## src/rtl/instruction_fetch_stage.sv

```systemverilog
// Fetch stage: holds the PC, issues one word fetch at a time to a variable-latency
// instruction memory and hands {instruction, PC} to decode over valid/ready.
module instruction_fetch_stage #(
  parameter int unsigned           ADDR_WIDTH  = 32,
  parameter int unsigned           DATA_WIDTH  = 32,
  parameter logic [ADDR_WIDTH-1:0] RESET_PC    = '0,
  parameter int unsigned           COUNT_WIDTH = 16
) (
  input  logic                   Clock,
  input  logic                   Reset,
  output logic                   IMemReq,
  output logic [ADDR_WIDTH-1:0]  IMemAddr,
  input  logic                   IMemValid,
  input  logic [DATA_WIDTH-1:0]  IMemData,
  input  logic                   BranchTaken,
  input  logic [ADDR_WIDTH-1:0]  BranchTarget,
  input  logic                   OutReady,
  output logic                   OutValid,
  output logic [DATA_WIDTH-1:0]  OutInstr,
  output logic [ADDR_WIDTH-1:0]  OutPC,
  output logic [COUNT_WIDTH-1:0] FetchCount
);

  localparam int unsigned STATE_W = 2;
  localparam logic [STATE_W-1:0] S_BOOT  = 2'd0;
  localparam logic [STATE_W-1:0] S_ISSUE = 2'd1;
  localparam logic [STATE_W-1:0] S_WAIT  = 2'd2;

  logic [STATE_W-1:0]     state_q, state_d;
  logic [ADDR_WIDTH-1:0]  pc_q, pc_d;
  logic                   discard_q, discard_d;
  logic                   out_valid_d;
  logic [DATA_WIDTH-1:0]  out_instr_d;
  logic [ADDR_WIDTH-1:0]  out_pc_d;
  logic [COUNT_WIDTH-1:0] count_d;
  logic                   xfer;
  logic                   unused_target_lsb;

  assign IMemAddr          = pc_q;
  assign unused_target_lsb = &{1'b0, BranchTarget[1:0]};

  // State and datapath registers
  always_ff @(posedge Clock or negedge Reset) begin
    if (!Reset) begin
      state_q    <= S_BOOT;
      pc_q       <= RESET_PC;
      discard_q  <= 1'b0;
      OutValid   <= 1'b0;
      OutInstr   <= '0;
      OutPC      <= '0;
      FetchCount <= '0;
    end else begin
      state_q    <= state_d;
      pc_q       <= pc_d;
      discard_q  <= discard_d;
      OutValid   <= out_valid_d;
      OutInstr   <= out_instr_d;
      OutPC      <= out_pc_d;
      FetchCount <= count_d;
    end
  end

  // Next-state, request strobe and output slot update
  always_comb begin
    state_d     = state_q;
    pc_d        = pc_q;
    discard_d   = discard_q;
    out_valid_d = OutValid;
    out_instr_d = OutInstr;
    out_pc_d    = OutPC;
    count_d     = FetchCount;
    IMemReq     = 1'b0;
    xfer        = OutValid && OutReady;

    if (xfer) begin
      out_valid_d = 1'b0;
      count_d     = FetchCount + COUNT_WIDTH'(1);
    end

    case (state_q)
      S_BOOT: state_d = S_ISSUE;
      S_ISSUE: begin
        if (!OutValid || OutReady) begin
          IMemReq = 1'b1;
          state_d = S_WAIT;
        end
      end
      S_WAIT: begin
        if (IMemValid) begin
          state_d   = S_ISSUE;
          discard_d = 1'b0;
          if (!discard_q && !BranchTaken) begin
            out_instr_d = IMemData;
            out_pc_d    = pc_q;
            out_valid_d = 1'b1;
            pc_d        = pc_q + ADDR_WIDTH'(4);
          end
        end
      end
      default: state_d = S_BOOT;
    endcase

    // A redirect overrides the PC and kills the slot; an in-flight fetch is marked stale
    if (BranchTaken) begin
      pc_d        = {BranchTarget[ADDR_WIDTH-1:2], 2'b00};
      out_valid_d = 1'b0;
      if ((state_q == S_ISSUE) && IMemReq) discard_d = 1'b1;
      if ((state_q == S_WAIT) && !IMemValid) discard_d = 1'b1;
    end
  end

endmodule

```

## config.mk

```make
export PLATFORM = sky130hd
export DESIGN_NAME = instruction_fetch_stage
export DESIGN_NICKNAME = d
export VERILOG_FILES = /design/src/rtl/instruction_fetch_stage.sv
export SDC_FILE = /design/constraint.sdc
export NUM_CORES = 1
export LEC_CHECK = 0
export CAP_MARGIN = 20
export CORE_AREA = 3 3 109 111
export CTS_BUF_LIST = sky130_fd_sc_hd__clkbuf_8
export DETAILED_ROUTE_END_ITERATION = 10
export DIE_AREA = 0 0 112 114
export PLACE_DENSITY = 0.8
export SLEW_MARGIN = 20
export SYNTH_ARGS = -nofsm -noshare
export SYNTH_HDL_FRONTEND = slang
export SYNTH_SLANG_ARGS = --single-unit
export TNS_END_PERCENT = 20
```

## constraint.sdc

```tcl
create_clock -name Clock -period 2.1 [get_ports Clock]
set_input_delay 0.42 -clock Clock [delete_from_list [all_inputs] [get_ports Clock]]
set_output_delay 0.42 -clock Clock [all_outputs]
set_load 0.01 [all_outputs]
```

==> metrics.cfg <==
[worst_setup_path]
cp_slowest_stage_delay_ns = 0.48
path_max_fanout = 18
endpoint_kind = flop
rr_startpoint = IMemAddr[12]
crit_chain = nand3_1, buf_4, nand4bb_1, buf_4, or4_1, a31oi_1
slowest_stage = or4_1
cp_data_required_time_ns = 2.40
critPathKind = flop to flop
arrival_ns = 2.28
startpoint = IMemAddr[12]
worstSetupStartpointType = flop
cpMostUsedCell = buf_4

[finish]
drive_above_1_share_pct = 18.67
num-nets-final = 699
seq_area_um2 = 2803
postLayoutCoreUtil_pct = 67.33
antenna_cells = 0
multi_input_area_um2 = 2018
area_growth_pct = 48.48
n_fill_cell = 861

[floorplan]
core_um2 = 10890
rows = 38
ios = 183
fp.dieH_um = 114
die_area_um2 = 12770
die_w_um = 112
start_util_pct = 45.35

[sta]
finalSetupViolations = 0
timing.fmax_ghz = 0.5070
fin_skew_ns = 0.01124
timing.hold.ws_ns = 0.4936
period_minus_slack_ns = 1.972
slew_viol_final = 0
rsz0062_at_grt = no
hold_violations = 0
fin_crit_sh_pct = 93.92

[logic_synthesis]
yosys.area.top_type = dfrtp_1
ys.warnings.count = 0
synth_cell_types = 37
synth_common_cells = dfrtp_1 (112), mux2_2 (60), nand2_1 (37)
synth_edf_count = 0
synth_area_um2 = 4937
avgSynthCellArea_um2 = 11.56
synth_ff_type = dfrtp_1
yosysMostFrequentCell = dfrtp_1
ys_async_sr_fraction_pct = 100.0
ys_top_cells_by_area = dfrtp_1 (57%), mux2_2 (14%), nand2_1 (2.8%), or4_1 (2.6%), a31oi_1 (2.3%)
synth_seq_cells = 112
yosysTopAreaCellShare_pct = 56.77
yosysSeqAreaShare_pct = 56.77
netlist_instances = 427

[global_route]
grt_antenna_before_repair = 0
grt_use_total_pct = 20.70
grt_pass1_vias = 4280
grt_max_degree = 50
grt.overflow.total = 0
grt_pass1_wl_um = 21240

[cts]
cts-buffers-inserted = 9
clk_latency_ns = 0.38
cts_tree = done
post_cts_buffers = 0
h-tree-depth = 3
clkTransAtPathRegs_ns = 0.11
clock-root-buffer = clkbuf_8
clkSinkCount = 112
cts_buffer_depth = 2

[routing]
drt_iter0_drc = 198
vias_per_cell = 5.301
drtPass1Iterations = 4
via_count = 4092
ant_nets = 0
avgRoutedWirePerCell_um = 16.74
drt_wl_total_um = 12920
drc = 0

[power]
leakage_uw = 0.003106
vdd_drop_max_v = 0.0008180
p_per_area_nw_per_um2 = 1035

[status]
status = completed

[flow_run]
max_cap_violations = 0

[placement]
gp_congestion = 0.8073
hpwlAfterDp_um = 9610
port_buffers = 176

[min_path]
hp-start = FetchCount[15]
hp-class = flop to flop

## per-layer routing
layer	routed length [µm]	vias to the layer above	track usage (%)
met5	0	-	0
met4	353	0	8.734
met3	756	23	4.456
met2	6570	140	36.37
met1	5243	2003	24.74
li1	-	1926	-
## power by group
group	internal, µW	total (µW)	switching, µW
Combinational	1810	2870	1060
Clock	736	1470	732
Sequential	2830	3250	423
## flip-flops by register name, indices dropped and copies added, names as in the netlist
register	flops
FetchCount	16
IMemAddr	30
OutInstr	32
OutPC	30
OutValid	1
discard_q	1
state_q	2
## placed cells by master, fill, tap and decap left out, types with 4 or more instances in the layout
cell,count
xor2_1,11
o31ai_1,14
nor3_1,6
clkbuf_8,11
buf_4,33
mux2_2,60
a21oi_1,4
conb_1,4
nor2_1,27
dfrtp_1,112
a31oi_1,18
inv_1,10
nand2_1,37
o21ai_0,16
clkdlybuf4s50_1,174
or3_1,7
or4_1,16
and4_1,4
xnor2_1,12
nand3_1,15
nand4_1,6
## kinds of logic (layout without fill, tap and decap cells)
kind of cell / count (synthesis) / after routing / share of synthesized area, %
AOI/OAI and AO/OA: 57 / 57 / 7.223
xor gates and xnor gates: 23 / 23 / 4.080
adders and majority gates: 2 / 2 / 0.5068
buffers and inverters: 35 / 237 / 3.016
DFF: 112 / 112 / 56.77
muxes: 61 / 61 / 13.89
other: 1 / 4 / 0.07595
and+or+nand+nor: 136 / 136 / 14.45
## path summary, 6_finish.rpt
path | to | slack (ns) | cells past startpoint
max | IMemAddr[31] | 0.13 | 6
min | FetchCount[15] | 0.49 | 1
max reg2reg | IMemAddr[31] | 0.13 | 6
min reg2reg | FetchCount[15] | 0.49 | 1
max in group asynchronous | IMemAddr[10] | 0.97 | 3
min in group asynchronous | FetchCount[9] | 0.50 | 2
## through the flow
stage | setup TNS, ns | area [µm²] | total power [µW] | std cells | worst slack, ns
after global routing | 0 | 7331 | 8004 | 772 | 0.04441
after floorplan | 0 | 4949 | 4362 | 430 | 0.1554
after global placement | -9.324 | 7081 | 6082 | 756 | -0.2607
after detailed placement | -11.30 | 7081 | 6197 | 756 | -0.2808
final | 0 | 7331 | 7588 | 772 | 0.1277
after CTS | 0 | 7318 | 7650 | 772 | 0.07697
## final cells by class
| class | instances | area share [%] |
|---|---|---|
| timing repair buffer | 212 | 28.21 |
| sequential | 112 | 38.23 |
| inverter | 10 | 0.5120 |
| clock buffer | 11 | 2.065 |
| multi-input combinational | 283 | 27.53 |
| clock inverter | 4 | 1.058 |
| tap | 140 | 2.389 |
## what timing repair did
action | in CTS | in global routing
resized for setup | 1 | 2
hold endpoints to repair | 28 | 0
gates cloned | 0 | 0
hold buffers | 1 | 0
setup endpoints to repair | 1 | 3
## worst max-delay path: cells and delay by family, from the launching register on
| family | cells | cell delay (ns) |
|---|---|---|
| buffers and inverters | 2 | 0.42 |
| AOI/OAI and AO/OA | 1 | 0.18 |
| and+or+nand+nor | 3 | 0.84 |
| DFF | 1 | 0.45 |
(Power assumes the default switching activity.)
